==> src/rtl/vga_timing_controller_pkg.sv <==
// Shared widths, default 640x480@60 timing and a window-compare helper for
// the VGA timing controller.
package vga_timing_controller_pkg;

  localparam int CNT_W   = 10;  // h/v counter width
  localparam int COORD_W = 12;  // x/y coordinate width seen by the image generator
  localparam int RGB_W   = 3;   // one bit each for R, G, B

  // Visible frame size as the game logic sees it
  localparam int FRAME_WIDTH  = 640;
  localparam int FRAME_HEIGHT = 480;

  // Default 640x480 @ 60 Hz timing (25 MHz pixel clock)
  localparam int   DEF_H_VISIBLE   = FRAME_WIDTH;
  localparam int   DEF_H_FRONT     = 16;
  localparam int   DEF_H_SYNC      = 96;
  localparam int   DEF_H_BACK      = 48;
  localparam int   DEF_V_VISIBLE   = FRAME_HEIGHT;
  localparam int   DEF_V_FRONT     = 10;
  localparam int   DEF_V_SYNC      = 2;
  localparam int   DEF_V_BACK      = 33;
  localparam logic DEF_SYNC_ACTIVE = 1'b0;

  // True when lo <= val < hi
  function automatic logic in_window(input logic [CNT_W-1:0] val, input int lo, input int hi);
    return (int'(val) >= lo) && (int'(val) < hi);
  endfunction

endpackage

==> src/rtl/vga_timing_controller_if.sv <==
// Pixel-side and connector-side signals of the VGA timing controller.
// The controller is the master; the image generator / pins side is the slave.
interface vga_timing_controller_if;
  import vga_timing_controller_pkg::*;

  logic [RGB_W-1:0]   color;        // from image generator, for current x,y
  logic [COORD_W-1:0] x;            // 1-based column, 0 in blanking
  logic [COORD_W-1:0] y;            // 1-based row, 0 in blanking
  logic [RGB_W-1:0]   vga_rgb;
  logic               vga_hsync;
  logic               vga_vsync;
  logic               vga_blank_n;
  logic               frame_tick;

  modport master (
    input  color,
    output x, y, vga_rgb, vga_hsync, vga_vsync, vga_blank_n, frame_tick
  );

  modport slave (
    output color,
    input  x, y, vga_rgb, vga_hsync, vga_vsync, vga_blank_n, frame_tick
  );
endinterface

==> src/rtl/vga_timing_controller_mod_counter.sv <==
// Modulo-N counter with enable, a combinational wrap pulse and
// asynchronous active-low reset.
module mod_counter #(
  parameter int N = 800,
  parameter int W = 10
) (
  input  logic         clk,
  input  logic         rst_n,
  input  logic         i_en,
  output logic [W-1:0] o_count,
  output logic         o_wrap
);
  logic [W-1:0] r_count;

  // Wrap is only meaningful on a cycle where the counter actually advances
  assign o_wrap  = i_en && (r_count == W'(N - 1));
  assign o_count = r_count;

  // Count 0..N-1 while enabled, returning to 0 after N-1
  always_ff @(posedge clk or negedge rst_n) begin
    if (!rst_n) begin
      r_count <= '0;
    end else if (o_wrap) begin
      r_count <= '0;
    end else if (i_en) begin
      r_count <= r_count + 1'b1;
    end
  end
endmodule

==> src/rtl/vga_timing_controller.sv <==
// VGA timing controller: horizontal/vertical raster counters, 1-based pixel
// coordinates for the image generator, and one registered output stage that
// drives RGB, syncs, blank and a once-per-frame tick.
module vga_timing_controller
  import vga_timing_controller_pkg::*;
#(
  parameter int   H_VISIBLE   = DEF_H_VISIBLE,
  parameter int   H_FRONT     = DEF_H_FRONT,
  parameter int   H_SYNC      = DEF_H_SYNC,
  parameter int   H_BACK      = DEF_H_BACK,
  parameter int   V_VISIBLE   = DEF_V_VISIBLE,
  parameter int   V_FRONT     = DEF_V_FRONT,
  parameter int   V_SYNC      = DEF_V_SYNC,
  parameter int   V_BACK      = DEF_V_BACK,
  parameter logic SYNC_ACTIVE = DEF_SYNC_ACTIVE
) (
  input  logic                    CLOCK_25,
  input  logic                    RESET_N,
  vga_timing_controller_if.master bus
);
  localparam int H_TOTAL      = H_VISIBLE + H_FRONT + H_SYNC + H_BACK;
  localparam int V_TOTAL      = V_VISIBLE + V_FRONT + V_SYNC + V_BACK;
  localparam int H_SYNC_START = H_VISIBLE + H_FRONT;
  localparam int H_SYNC_END   = H_SYNC_START + H_SYNC;
  localparam int V_SYNC_START = V_VISIBLE + V_FRONT;
  localparam int V_SYNC_END   = V_SYNC_START + V_SYNC;

  logic [CNT_W-1:0] w_h_cnt;
  logic [CNT_W-1:0] w_v_cnt;
  logic             w_h_wrap;
  logic             w_v_wrap;
  logic             w_visible;
  logic             w_h_sync_on;
  logic             w_v_sync_on;
  logic             w_frame_end;

  logic [RGB_W-1:0] r_rgb;
  logic             r_hsync;
  logic             r_vsync;
  logic             r_blank_n;
  logic             r_frame_tick;

  // Pixel counter runs every clock; line counter advances on pixel wrap
  mod_counter #(.N(H_TOTAL), .W(CNT_W)) u_h_counter (
    .clk     (CLOCK_25),
    .rst_n   (RESET_N),
    .i_en    (1'b1),
    .o_count (w_h_cnt),
    .o_wrap  (w_h_wrap)
  );

  mod_counter #(.N(V_TOTAL), .W(CNT_W)) u_v_counter (
    .clk     (CLOCK_25),
    .rst_n   (RESET_N),
    .i_en    (w_h_wrap),
    .o_count (w_v_cnt),
    .o_wrap  (w_v_wrap)
  );

  // The frame can only end on the last pixel of a line
  a_frame_wrap_on_line_end : assert property (
    @(posedge CLOCK_25) disable iff (!RESET_N) w_v_wrap |-> w_h_wrap);

  assign w_visible   = (int'(w_h_cnt) < H_VISIBLE) && (int'(w_v_cnt) < V_VISIBLE);
  assign w_h_sync_on = in_window(w_h_cnt, H_SYNC_START, H_SYNC_END);
  assign w_v_sync_on = in_window(w_v_cnt, V_SYNC_START, V_SYNC_END);
  assign w_frame_end = (int'(w_h_cnt) == H_TOTAL - 1) && (int'(w_v_cnt) == V_VISIBLE - 1);

  // Coordinates are 1-based so the game's border sits at x==1 / x==FRAME_WIDTH
  assign bus.x = w_visible ? (COORD_W'(w_h_cnt) + COORD_W'(1)) : '0;
  assign bus.y = w_visible ? (COORD_W'(w_v_cnt) + COORD_W'(1)) : '0;

  // Single output register stage; all connector outputs share one cycle of latency
  always_ff @(posedge CLOCK_25 or negedge RESET_N) begin
    if (!RESET_N) begin
      r_rgb        <= '0;
      r_hsync      <= ~SYNC_ACTIVE;
      r_vsync      <= ~SYNC_ACTIVE;
      r_blank_n    <= 1'b0;
      r_frame_tick <= 1'b0;
    end else begin
      r_rgb        <= w_visible ? bus.color : '0;
      r_hsync      <= w_h_sync_on ? SYNC_ACTIVE : ~SYNC_ACTIVE;
      r_vsync      <= w_v_sync_on ? SYNC_ACTIVE : ~SYNC_ACTIVE;
      r_blank_n    <= w_visible;
      r_frame_tick <= w_frame_end;
    end
  end

  assign bus.vga_rgb     = r_rgb;
  assign bus.vga_hsync   = r_hsync;
  assign bus.vga_vsync   = r_vsync;
  assign bus.vga_blank_n = r_blank_n;
  assign bus.frame_tick  = r_frame_tick;
endmodule

==> src/flat_wrapper.sv <==
// flat-port wrapper written by rule: the top's interface ports become plain ports
module vga_timing_controller_flat import vga_timing_controller_pkg::*;
#(
  parameter int   H_VISIBLE   = DEF_H_VISIBLE,
  parameter int   H_FRONT     = DEF_H_FRONT,
  parameter int   H_SYNC      = DEF_H_SYNC,
  parameter int   H_BACK      = DEF_H_BACK,
  parameter int   V_VISIBLE   = DEF_V_VISIBLE,
  parameter int   V_FRONT     = DEF_V_FRONT,
  parameter int   V_SYNC      = DEF_V_SYNC,
  parameter int   V_BACK      = DEF_V_BACK,
  parameter logic SYNC_ACTIVE = DEF_SYNC_ACTIVE
)
  (CLOCK_25, RESET_N, bus_color, bus_x, bus_y, bus_vga_rgb, bus_vga_hsync, bus_vga_vsync, bus_vga_blank_n, bus_frame_tick);
  vga_timing_controller_if bus_i ();
  input  logic CLOCK_25;
  input  logic RESET_N;
  input wire logic [$bits(bus_i.color)-1:0] bus_color;
  output wire logic [$bits(bus_i.x)-1:0] bus_x;
  output wire logic [$bits(bus_i.y)-1:0] bus_y;
  output wire logic [$bits(bus_i.vga_rgb)-1:0] bus_vga_rgb;
  output wire logic [$bits(bus_i.vga_hsync)-1:0] bus_vga_hsync;
  output wire logic [$bits(bus_i.vga_vsync)-1:0] bus_vga_vsync;
  output wire logic [$bits(bus_i.vga_blank_n)-1:0] bus_vga_blank_n;
  output wire logic [$bits(bus_i.frame_tick)-1:0] bus_frame_tick;
  assign bus_i.color = bus_color;
  assign bus_x = bus_i.x;
  assign bus_y = bus_i.y;
  assign bus_vga_rgb = bus_i.vga_rgb;
  assign bus_vga_hsync = bus_i.vga_hsync;
  assign bus_vga_vsync = bus_i.vga_vsync;
  assign bus_vga_blank_n = bus_i.vga_blank_n;
  assign bus_frame_tick = bus_i.frame_tick;
  vga_timing_controller #(.H_VISIBLE(H_VISIBLE), .H_FRONT(H_FRONT), .H_SYNC(H_SYNC), .H_BACK(H_BACK), .V_VISIBLE(V_VISIBLE), .V_FRONT(V_FRONT), .V_SYNC(V_SYNC), .V_BACK(V_BACK), .SYNC_ACTIVE(SYNC_ACTIVE)) u_core (.CLOCK_25(CLOCK_25), .RESET_N(RESET_N), .bus(bus_i));
endmodule
==> config.mk <==
export PLATFORM = sky130hd
export DESIGN_NAME = vga_timing_controller_flat
export DESIGN_NICKNAME = d
export VERILOG_FILES = /design/src/rtl/vga_timing_controller_pkg.sv /design/src/rtl/vga_timing_controller_if.sv /design/src/rtl/vga_timing_controller_mod_counter.sv /design/src/rtl/vga_timing_controller.sv /design/src/flat_wrapper.sv
export SDC_FILE = /design/constraint.sdc
export NUM_CORES = 1
export LEC_CHECK = 0
export CORE_UTILIZATION = 45
export CTS_CLUSTER_DIAMETER = 120
export CTS_CLUSTER_SIZE = 8
export DETAILED_ROUTE_END_ITERATION = 12
export GPL_TIMING_DRIVEN = 0
export PLACE_DENSITY = 0.87
export RECOVER_POWER = 50
export SYNTH_ARGS = -nofsm -noshare
export SYNTH_HDL_FRONTEND = slang
export SYNTH_SLANG_ARGS = --single-unit
==> constraint.sdc <==
create_clock -name CLOCK_25 -period 1.44 [get_ports CLOCK_25]
set_input_delay 0.144 -clock CLOCK_25 [delete_from_list [all_inputs] [get_ports CLOCK_25]]
set_output_delay 0.144 -clock CLOCK_25 [all_outputs]
set_load 0.05 [all_outputs]
# Word-level counts from Yosys, hierarchy flattened
# Index checks and enable logic that the tools add are counted.
dict set report word_totals {
  word_cells 35
  output_inout_bits 31
  ff_bits 27
}
dict set report op_classes {
  magnitude_cmp 6
  n_eq_ne 4
  n_reduce_logical 6
  add_sub_neg 4
  n_mux 8
}
# operator n
set ops {}
lappend ops {{$eq A10 B10 Y1 const B} 3}
lappend ops {{$mux W10} 3}
lappend ops {{$mux W12} 2}
lappend ops {{$add A10 B1 Y11 const B} 2}
lappend ops {{$add A10 B1 Y10 const B} 2}
lappend ops {{$lt A10 B10 Y1 const B} 2}
lappend ops {{$lt A10 B9 Y1 const B} 2}
lappend ops {{$eq A10 B9 Y1 const B} 1}
lappend ops {{$ge A10 B10 Y1 const B} 1}
lappend ops {{$ge A10 B9 Y1 const B} 1}
lappend ops {{$logic_and A1 B1 Y1} 5}
lappend ops {{$mux W3} 1}
lappend ops {{$mux W1} 2}
lappend ops {{$reduce_bool A2 Y1} 1}

# Depth between registers and ports, before layout
# Gate-level depths: netlist (run 1).
dict set report depth {
  ltp_word 3
  depth_mapped 7
  depth_no_buf 6
}

# By module
# From an unflattened synthesis (run 1), not the netlist that was laid out.
dict set report hier_totals {
  cells_unflattened 207
  hier_area_um2 1732.9
}
# mod instances cells_each area_per_inst_um2 seq_area_each_um2
set by_module_without_submodules {}
lappend by_module_without_submodules {vga_timing_controller 1 105 737.0 177.7}
lappend by_module_without_submodules {{mod_counter (u_core.u_v_counter)} 1 53 499.2 250.2}
lappend by_module_without_submodules {{mod_counter (u_core.u_h_counter)} 1 49 496.7 250.2}

# Least setup slack after synthesis (run 1)
# Ideal clock, no wire load.
dict set report synth_timing {
  kind {register -> output}
  from {register u_core.u_v_counter.r_count[0], in the netlist u_core.u_v_counter.o_count[0]}
  to {output bus_y[8]}
  t_arrival_ns 1.919
  slack_ns -0.623
  required_time_ns 1.296
  path_stages_with_launch 7
  path_cell_list {dfrtp_1 -> ha_1 -> and3_1 -> clkbuf_1 -> nand4_1 -> xor2_1 -> nor2_1}
}
dict set report synth_via {
  elab_chain_len 3
  word_cells_on_any_way 4
  cone_classes {1 x add/sub; 1 x order compare; 1 x mux; 1 x reduce/logical}
}
# element line
set synth_lines {}
lappend synth_lines {{start: declaration} vga_timing_controller_mod_counter.sv:13} ;# logic [W-1:0] r_count;
lappend synth_lines {{start signal: assignment} vga_timing_controller_mod_counter.sv:26} ;# r_count <= r_count + 1'b1;
lappend synth_lines {{$lt A10 B9 Y1} vga_timing_controller.sv:64} ;# assign w_visible = (int'(w_h_cnt) < H_VISIBLE) && (int'(w_v_cnt) < V_VISIBLE);
lappend synth_lines {{$logic_and A1 B1 Y1} vga_timing_controller.sv:64}
lappend synth_lines {{$mux W12 *} vga_timing_controller.sv:71} ;# assign bus.y = w_visible ? (COORD_W'(w_v_cnt) + COORD_W'(1)) : '0;
lappend synth_lines {{end: declaration} flat_wrapper.sv:20} ;# output wire logic [$bits(bus_i.y)-1:0] bus_y;
# Mark *: on every way between the ends. The rest lies on a longest branch, timed or not.

# Worst setup path in the final report (run 1)
dict set report layout_timing {
  from {register u_core.u_h_counter.r_count[7], in the netlist u_core.u_h_counter.o_count[7]}
  to {output bus_x[7]}
}
dict set report layout_via {
  elab_chain_len 3
  word_cells_on_any_way 4
  cone_classes {1 x add/sub; 1 x order compare; 1 x mux; 1 x reduce/logical}
}
# element line
set layout_lines {}
lappend layout_lines {{start: declaration} vga_timing_controller_mod_counter.sv:13}
lappend layout_lines {{start signal: assignment} vga_timing_controller_mod_counter.sv:26}
lappend layout_lines {{$lt A10 B10 Y1} vga_timing_controller.sv:64}
lappend layout_lines {{$logic_and A1 B1 Y1} vga_timing_controller.sv:64}
lappend layout_lines {{net u_core.w_visible} vga_timing_controller.sv:32} ;# logic w_visible;
lappend layout_lines {{$mux W12} vga_timing_controller.sv:70} ;# assign bus.x = w_visible ? (COORD_W'(w_h_cnt) + COORD_W'(1)) : '0;
lappend layout_lines {{end: declaration} flat_wrapper.sv:19} ;# output wire logic [$bits(bus_i.x)-1:0] bus_x;
# The timed path passes the listed nets, and every way through them passes these cells.

==> summary.md, run 1 <==
| Metric | Value |
|---|---|
| Initial antenna violation count | `0` |
| Slew HR | `0.547` |
| Bufs on Longest Clock Path | `2` |
| Final Hold Viols | `0` |
| Worst Tran Pin Value | `0.679 ns` |
| Synth Warn # | `0` |
| Clock Sinks | `27` |
| Crit. End Element | `output pin` |
| CTS tree | `done` |
| Pin count of the biggest net entering global routing | `28` |
| # setup viols final | `38` |
| Commonest non-fill, non-tap cell in the layout | `buf_4` |
| # H-tree levels | `1` |
| Design Power | `1.19 mW` |
| CTS buffer count | `3` |
| Synth unique cells | `43` |
| Nets@finish | `250` |
| First-pass GRT wire length | `6270 um` |
| Fin Hold WS | `0.348 ns` |
| Slew Limit Fails | `0` |
| Post-synth EDFFs | `0` |
| WS Path Type | `flip-flop to output pin` |
| Startpoint type of the worst setup path | `flip-flop` |
| Cell Pwr Density | `432 nW/um^2` |
| Gp weighted congestion | `0.833` |
| Violated checks | `setup timing` |
| Post-Syn Area | `1580 um^2` |
| RSZ-0062 raised after global routing | `yes` |
| Area of the die | `3750 um^2` |
| Grt ovf | `0` |
| I/O Pins | `36` |
| Crit path max fanout | `8` |
| Class of the worst hold path | `input pin to flip-flop` |
| Final setup margin | `-0.555 ns` |
| Port bufs | `30` |
| Register area share after synthesis | `0.430` |
| Core area | `3340 um^2` |
| Setup tns final | `-13.74 ns` |
| WL/cell | `17.5 um` |
| Post-Place Worst Slack | `-0.888 ns` |
| Post-DRT Antenna Nets | `0` |
| Pre-antenna DRT Iters | `5` |
| Die height | `61.2 um` |
| Area grow syn2layout | `75.3%` |
| Number of global-route vias before repair | `1295` |
| Cells after Synth | `161` |
| Leak Pwr | `1.19 nW` |
| Chip width | `61.2 um` |
| Final worst-path cycle share | `1.39` |
| Synthesized area per cell | `9.80 um^2` |
| Drc violations | `0` |
| Dpl cells | `241` |
| Worst-path clk slew | `0.15 ns` |
| Rows | `21` |
| Post-synth top flop | `dfrtp_1` |
| WP data arrival | `1.85 ns` |
| GRT Total Usage | `0.237` |
| Fmax | `501 MHz` |
| Synthesized flop and latch total | `27` |
| Most frequent cells in the layout | `40 x buf_4, 17 x buf_6, 14 x nor2_4, 14 x dfrtp_1, 13 x buf_8` |
| Critical Path RT | `1.30 ns` |
| Clock Latency Late Sink | `0.33 ns` |
| Tmin final | `1.99 ns` |
| Post-Layout Cell Count | `286` |
| Clk_skew | `0.00491 ns` |
| DR vias | `1525` |
| Share of post-route cells with drive strength above 1 | `0.638` |
| Status | `finished with violations` |
| Max IR drop VDD | `0.000390 V` |
| Initial Util | `0.473` |
| Max cap viols | `0` |
| Root Buffer | `clkbuf_4` |
| Via/cell ratio | `5.33` |
| Routed WL | `4990 um` |
| Ant diodes | `0` |
| Ys async rst share | `1.00` |
| First DRT Iteration DRCs | `50` |
| Hpwl dp | `2450 um` |
-- final timing paths --
check / start / endpoint / slack, ns / depth (start not counted)
setup / recovery: u_core.u_h_counter.o_count[7]$_DFF_PN0_ / bus_x[7] / -0.55 / 7
setup reg to reg: u_core.u_v_counter.o_count[1]$_DFFE_PN0P_ / u_core.u_v_counter.o_count[5]$_DFFE_PN0P_ / -0.39 / 9
min in group asynchronous: RESET_N / u_core.bus.frame_tick$_DFF_PN0_ / 0.36 / 2
max in group asynchronous: RESET_N / u_core.u_h_counter.o_count[7]$_DFF_PN0_ / 0.61 / 2
hold / removal: bus_color[0] / u_core.bus.vga_rgb[0]$_DFF_PN0_ / 0.35 / 2
hold reg to reg: u_core.u_h_counter.o_count[0]$_DFF_PN0_ / u_core.u_h_counter.o_count[0]$_DFF_PN0_ / 0.54 / 1
-- power by group --
part / switching (mW) / leakage (nW) / internal (mW)
registers: 0.00116 / 0.327 / 0.763
clock network: 0.236 / 0.0177 / 0.104
logic: 0.0645 / 0.846 / 0.0249
total: 0.301 / 1.19 / 0.892
-- cell usage after synthesis (all sizes together), types with 2 or more instances --
cell type	instances	share of area
and2	13	0.052
xor2	8	0.044
and3	4	0.018
ha	4	0.032
nor2	23	0.059
nand4	7	0.032
a22o	3	0.017
clkbuf	2	0.0048
dfstp	2	0.033
nor4b	2	0.025
nand2	8	0.019
buf	12	0.067
xnor2	7	0.039
a21o	2	0.0095
o21ai	8	0.030
nor3	5	0.016
inv	6	0.014
nand3	5	0.016
dfrtp	25	0.40
-- through the flow --
| step | cell area, um^2 | utilization |
|---|---|---|
| 5_1_grt | 2770 | 0.829 |
| 3_5_place_dp | 2120 | 0.636 |
| 3_3_place_gp | 2120 | 0.636 |
| 4_1_cts | 2420 | 0.727 |
| 2_1_floorplan | 1760 | - |
| 6_report | 2770 | 0.829 |
-- area by class of cell --
| cell class | count | area (um^2) |
|---|---|---|
| plain buffers | 11 | 124 |
| clock inverters | 1 | 5.00 |
| well taps | 46 | 57.6 |
| multi-input cells | 118 | 1100 |
| repair buffers | 74 | 739 |
| fillers | 182 | 572 |
| inverters | 6 | 25.0 |
| clock buffers | 3 | 22.5 |
| flip-flops and latches | 27 | 692 |
-- flip-flops by register name, indices dropped and copies added (netlist names) --
register and count:
u_core.bus.vga_rgb 3, u_core.bus.vga_blank_n 1, u_core.bus.frame_tick 1, u_core.u_v_counter.o_count 10, u_core.bus.vga_hsync 1, u_core.u_h_counter.o_count 10, u_core.bus.vga_vsync 1
-- routing by layer --
| metal | global-route usage | part of all wire | vias to the layer above |
|---|---|---|---|
| met4 | 0.0779 | 0.030 | 0 |
| li1 | - | - | 692 |
| met5 | 0 | 0 | - |
| met2 | 0.418 | 0.52 | 58 |
| met3 | 0.0336 | 0.052 | 14 |
| met1 | 0.297 | 0.40 | 761 |
-- critical path, cell delays in order (launching register included) --
cell and delay [ns]:
dfrtp_2 0.46, o21ai_2 0.16, nand2_1 0.10, or2_4 0.29, inv_2 0.08, buf_6 0.14, and2_4 0.16, buf_8 0.14
-- logic make-up (layout without fill, tap and decap cells) --
group,count (synthesis),in the layout,share of synthesized area
compound gates,18,18,0.0817
xor+xnor,15,15,0.0833
fa+ha+maj,4,4,0.0317
buf+inv,20,95,0.0856
flops,27,27,0.430
other cells,1,5,0.00238
simple gates,76,76,0.285
-- what timing repair did --
item                                   4_1_cts  5_1_grt
pin swaps                                   12       20
endpoints found under the hold margin        0       25
setup endpoints to repair                   40       39
gates resized for setup                    181       37
hold buffers                                 0        1
buffers inserted                            15       27
cloned                                       1        0
Note: power is estimated with default switching activity, not from simulation.
==> run 2: changes to the inputs <==
--- a/config.mk
+++ b/config.mk
@@ -5,6 +5,7 @@
 export SDC_FILE = /design/constraint.sdc
 export NUM_CORES = 1
 export LEC_CHECK = 0
+export CAP_MARGIN = 30
 export CORE_UTILIZATION = 45
 export CTS_CLUSTER_DIAMETER = 120
 export CTS_CLUSTER_SIZE = 8
==> run 2 against run 1 <==
Against the previous run:
- the run still ends with setup timing left
- flip-flop and latch count did not move
- routed wire length rose by 14%
- first-iteration DRC count rose by 110%
- combinational power rose by 3.2%
- critical path type unchanged
- highest routed layer unchanged
==> summary.md, run 2 (synthesized netlist as in run 1, its figures left out) <==
| Metric | Value |
|---|---|
| Clock Sinks | `27` |
| Leak Pwr | `1.26 nW` |
| Number of global-route vias before repair | `1352` |
| CTS Hold Bufs | `0` |
| Pin count of the biggest net entering global routing | `18` |
| Class of the worst hold path | `input pin to asynchronous set/reset pin` |
| Fin Hold WS | `0.215 ns` |
| Core area | `3340 um^2` |
| Area of the die | `3750 um^2` |
| Max cap viols | `0` |
| Critical Path RT | `1.30 ns` |
| Initial antenna violation count | `0` |
| # H-tree levels | `1` |
| Gp weighted congestion | `0.833` |
| Drc violations | `0` |
| Clk_skew | `0.00808 ns` |
| RSZ-0062 raised after global routing | `yes` |
| Final Hold Viols | `0` |
| Post-DRT Antenna Nets | `0` |
| Via/cell ratio | `5.52` |
| Layout fillers | `160` |
| WP data arrival | `1.83 ns` |
| Crit path max fanout | `8` |
| Commonest non-fill, non-tap cell in the layout | `buf_4` |
| CTS tree | `done` |
| Max IR drop VDD | `0.000382 V` |
| Routed WL | `5680 um` |
| Die height | `61.2 um` |
| WL/cell | `19.5 um` |
| Design Power | `1.22 mW` |
| Worst-path clk slew | `0.17 ns` |
| Chip width | `61.2 um` |
| GRT Total Usage | `0.251` |
| Rows | `21` |
| Startpoint type of the worst setup path | `flip-flop` |
| Clock Latency Late Sink | `0.34 ns` |
| Post-layout util | `0.850` |
| Slew HR | `0.613` |
| WS Path Type | `flip-flop to output pin` |
| Tmin final | `1.97 ns` |
| Nets@finish | `256` |
| Root Buffer | `clkbuf_4` |
| Most frequent cells in the layout | `42 x buf_4, 21 x buf_6, 15 x nor2_4` |
| Bufs on Longest Clock Path | `2` |
| I/O Pins | `36` |
| Initial Util | `0.473` |
| DR vias | `1612` |
| Ant diodes | `0` |
| First-pass GRT wire length | `6710 um` |
| Area grow syn2layout | `79.7%` |
| Share of post-route cells with drive strength above 1 | `0.642` |
| Worst Tran Pin Value | `0.578 ns` |
| Pre-antenna DRT Iters | `5` |
| First DRT Iteration DRCs | `105` |
| Slew Limit Fails | `0` |
| Post-Place Worst Slack | `-0.888 ns` |
| Final worst-path cycle share | `1.37` |
| Grt ovf | `0` |
| Crit. End Element | `output pin` |
| Hpwl dp | `2500 um` |
| Fmax | `506 MHz` |
| CTS buffer count | `3` |
| Violated checks | `setup timing` |
| Cell Pwr Density | `429 nW/um^2` |
| Status | `finished with violations` |
| Port bufs | `30` |
| # setup viols final | `39` |
| Final setup margin | `-0.534 ns` |
==> run 2: per-stage QoR <==
| stage | TNS, ns | cells | instance area (um^2) |
|---|---|---|---|
| floorplan | -1.50 | 165 | 1760 |
| global placement | -21.08 | 241 | 2120 |
| detailed placement | -17.08 | 242 | 2150 |
| CTS | -11.66 | 263 | 2460 |
| global route | -15.45 | 292 | 2840 |
| finish | -13.67 | 292 | 2840 |
==> run 2: final timing paths <==
check	startpoint	slack (ns)	depth (start not counted)	end
max in group asynchronous	RESET_N	0.35	2	u_core.bus.vga_hsync$_DFF_PN1_
hold / removal	RESET_N	0.21	1	u_core.u_v_counter.o_count[2]$_DFFE_PN0P_
setup reg to reg	u_core.u_h_counter.o_count[5]$_DFF_PN0_	-0.48	6	u_core.u_v_counter.o_count[6]$_DFFE_PN0P_
hold reg to reg	u_core.u_h_counter.o_count[0]$_DFF_PN0_	0.57	1	u_core.u_h_counter.o_count[0]$_DFF_PN0_
min in group CLOCK_25	bus_color[0]	0.35	2	u_core.bus.vga_rgb[0]$_DFF_PN0_
setup / recovery	u_core.u_v_counter.o_count[8]$_DFFE_PN0P_	-0.53	7	bus_x[7]
==> run 2: report_power, final <==
part           switching [mW]  internal, mW  leakage (nW)
Combinational          0.0663        0.0261         0.917
Sequential            0.00133         0.763         0.327
Clock                   0.254         0.106        0.0139
==> run 2: final cells by class <==
type / instances / area [um^2] / area share
plain buffers: 10 / 116 / 0.0410
well taps: 46 / 57.6 / 0.0203
clock buffers: 3 / 22.5 / 0.00794
inverters: 6 / 22.5 / 0.00794
repair buffers: 80 / 787 / 0.278
flip-flops and latches: 27 / 692 / 0.244
multi-input cells: 119 / 1130 / 0.398
clock inverters: 1 / 7.51 / 0.00265
==> run 2: routing by layer <==
metal / track usage / share of wire / vias up
met5: 0 / 0 / -
met3: 0.0399 / 0.063 / 19
met2: 0.418 / 0.51 / 97
met1: 0.323 / 0.40 / 792
met4: 0.110 / 0.026 / 0
li1: - / - / 704
==> run 2: timing repair <==
action | in CTS | in global routing
gates cloned | 1 | 1
setup endpoints to repair | 40 | 38
resized for setup | 179 | 40
buffers inserted | 19 | 34
pin swaps | 11 | 20
==> run 2: critical path, stage by stage, from the launching register on <==
cell and delay, ns:
dfrtp_2 0.50, nand4_1 0.12, nand2_1 0.08, or2_4 0.28, inv_2 0.08, buf_6 0.14
and2_4 0.15, buf_8 0.14
==> run 3: changes to the inputs <==
--- a/config.mk
+++ b/config.mk
@@ -6,6 +6,7 @@
 export NUM_CORES = 1
 export LEC_CHECK = 0
 export CAP_MARGIN = 30
+export CORE_MARGIN = 1.5
 export CORE_UTILIZATION = 45
 export CTS_CLUSTER_DIAMETER = 120
 export CTS_CLUSTER_SIZE = 8
==> run 3 against run 2 <==
Against the previous run:
- the run still ends with setup timing left
- non-clock buffer count shrank 17
- flip-flop and latch count is the same
- critical path depth is 1 lower
- sequential power hardly changed
- fmax shrank 2.1%
- clock-buffer cell count is the same
- global-route usage shrank 3.6 points
- cell area shrank 6.9%
- first-iteration DRC count decreased by 35%
==> summary.md, run 3 (synthesized netlist as in run 1, its figures left out) <==
| Metric | Value |
|---|---|
| Tmin final | `2.02 ns` |
| Cell Pwr Density | `463 nW/um^2` |
| Ant diodes | `0` |
| # H-tree levels | `1` |
| First DRT Iteration DRCs | `68` |
| Class of the worst hold path | `input pin to asynchronous set/reset pin` |
| Area of the die | `3870 um^2` |
| WS Path Type | `flip-flop to output pin` |
| Pin count of the biggest net entering global routing | `18` |
| Initial Util | `0.473` |
| Via/cell ratio | `5.29` |
| Met3 usage | `0.0236` |
| Clock Latency Late Sink | `0.34 ns` |
| Clock Sinks | `27` |
| R2R Setup Slk | `-0.43 ns` |
| Bufs on Longest Clock Path | `2` |
| Initial antenna violation count | `0` |
| Slew HR | `0.657` |
| Critical Path RT | `1.30 ns` |
| Chip width | `62.2 um` |
| Post-Place Worst Slack | `-0.875 ns` |
| DR vias | `1449` |
| Net Sw Frac | `0.261` |
| Final Hold Viols | `0` |
| Rows | `21` |
| Worst-path clk slew | `0.16 ns` |
| # setup viols final | `38` |
| Worst Tran Pin Value | `0.516 ns` |
| Logic pwr share | `0.074` |
| Hpwl dp | `2400 um` |
| First-pass GRT wire length | `6510 um` |
| Path depth of the worst reg2reg path | `9` |
| Gr busiest metal | `met2` |
| Met1 GRT Util | `0.285` |
| Post-layout util | `0.791` |
| CTS buffer count | `3` |
| Clk pwr share | `0.301` |
| CTS tree | `done` |
| Drc violations | `0` |
| CP cell instances | `ha_4 -> and3_4 -> nand4_1 -> xor2_2 -> nor2_4 -> buf_6` |
| Slowest stage delay, CP | `0.46 ns` |
| Violated checks | `setup timing` |
| CTS Hold Bufs | `0` |
| Crit. End Element | `output pin` |
| Commonest non-fill, non-tap cell in the layout | `buf_4` |
| WP data arrival | `1.87 ns` |
| Max cap viols | `0` |
| Clk_skew | `0.00308 ns` |
| GRT Total Usage | `0.214` |
| WL/cell | `18.2 um` |
| Delay-heaviest family, CP | `simple AND/OR/NAND/NOR gates` |
| Status | `finished with violations` |
| Nets@finish | `238` |
| Leak Pwr | `1.15 nW` |
| Layout fillers | `197` |
| RSZ-0062 raised after global routing | `yes` |
| Design Power | `1.22 mW` |
| Core area | `3340 um^2` |
| GR Util met2 | `0.363` |
| Port bufs | `30` |
| Most frequent cells in the layout | `26 x buf_4, 23 x buf_6, 16 x dfrtp_1` |
| Area grow syn2layout | `67.3%` |
| Crit path max fanout | `6` |
| Root Buffer | `clkbuf_4` |
| Startpoint type of the worst setup path | `flip-flop` |
| CP bufs+invs | `1` |
| Int Pwr | `904 uW` |
| Number of global-route vias before repair | `1304` |
| Fmax | `496 MHz` |
| Final worst-path cycle share | `1.40` |
| Net switching power | `319 uW` |
| Grt ovf | `0` |
| Share of power burned in registers | `0.624` |
| Slew Limit Fails | `0` |
| Reg2reg end | `u_core.u_v_counter.o_count[4]$_DFFE_PN0P_` |
| Routed WL | `4980 um` |
| Reg-to-Reg Start | `u_core.u_v_counter.o_count[1]$_DFFE_PN0P_` |
| Max IR drop VDD | `0.000385 V` |
| Gp weighted congestion | `0.832` |
| Setup tns final | `-13.92 ns` |
| Pre-antenna DRT Iters | `4` |
| Final setup margin | `-0.576 ns` |
| I/O Pins | `36` |
| Share of post-route cells with drive strength above 1 | `0.592` |
| Post-DRT Antenna Nets | `0` |
| Critical-path top delay cell | `dfrtp_2` |
| Die height | `62.2 um` |
run 3: worst register-to-register path, cell delays in order, from the launching register on:
cell      delay (ns)
dfrtp_2         0.48
buf_6           0.14
buf_6           0.11
inv_4           0.05
ha_4            0.11
nand4b_1        0.09
and4bb_4        0.47
buf_6           0.13
o21ai_2         0.04
a22o_1          0.17
run 3: power by group through the flow:
stage / Sequential [mW] / Clock, mW / Combinational (mW)
floorplan: 0.794 / 0 / 0.0415
global placement: 0.778 / 0 / 0.0915
detailed placement: 0.778 / 0 / 0.101
CTS: 0.764 / 0.375 / 0.0997
global route: 0.765 / 0.398 / 0.0967
finish: 0.764 / 0.368 / 0.0911
run 3: metrics by stage:
stage / cell area [um^2] / hold slack, ns / std cells
after floorplan: 1760 / -0.152 / 165
after global placement: 2120 / 0.519 / 241
after detailed placement: 2150 / 0.521 / 242
after CTS: 2440 / 0.162 / 261
after global routing: 2640 / 0.188 / 274
final: 2640 / 0.168 / 274
run 3: worst max path at each step:
stage / from / endpoint / slack (ns) / depth (start not counted)
finish: u_core.u_v_counter.o_count[0]$_DFFE_PN0P_ / bus_y[8] / -0.58 / 6
global route: u_core.u_h_counter.o_count[0]$_DFF_PN0_ / bus_x[7] / -0.69 / 5
CTS: u_core.u_v_counter.o_count[1]$_DFFE_PN0P_ / bus_y[5] / -0.57 / 6
global placement: u_core.u_v_counter.o_count[1]$_DFFE_PN0P_ / bus_y[8] / -0.85 / 7
floorplan: u_core.u_v_counter.o_count[0]$_DFFE_PN0P_ / bus_y[8] / -0.17 / 6
detailed placement: u_core.u_v_counter.o_count[1]$_DFFE_PN0P_ / bus_y[8] / -0.88 / 7
run 3: area by class of cell:
| cell class | instances | area, um^2 | area share |
|---|---|---|---|
| timing repair buffer | 62 | 656 | 0.248 |
| multi-input combinational | 118 | 1060 | 0.401 |
| inverter | 6 | 27.5 | 0.0104 |
| sequential | 27 | 689 | 0.261 |
| clock inverter | 1 | 8.76 | 0.00332 |
| buffer | 11 | 120 | 0.0455 |
| clock buffer | 3 | 22.5 | 0.00853 |
| tap | 46 | 57.6 | 0.0218 |
run 3: routing by layer:
layer | vias to the layer above | part of all wire
met4 | 0 | 0.026
met5 | - | 0
met1 | 731 | 0.38
met3 | 11 | 0.027
li1 | 665 | -
met2 | 42 | 0.57
run 3: what timing repair did:
| item | 4_1_cts | 5_1_grt |
|---|---|---|
| buffers inserted | 14 | 16 |
| setup endpoints to repair | 40 | 40 |
| hold endpoints to repair | 0 | 0 |
| pin swaps | 7 | 13 |
| gates resized for setup | 165 | 43 |
| gates cloned | 2 | 0 |
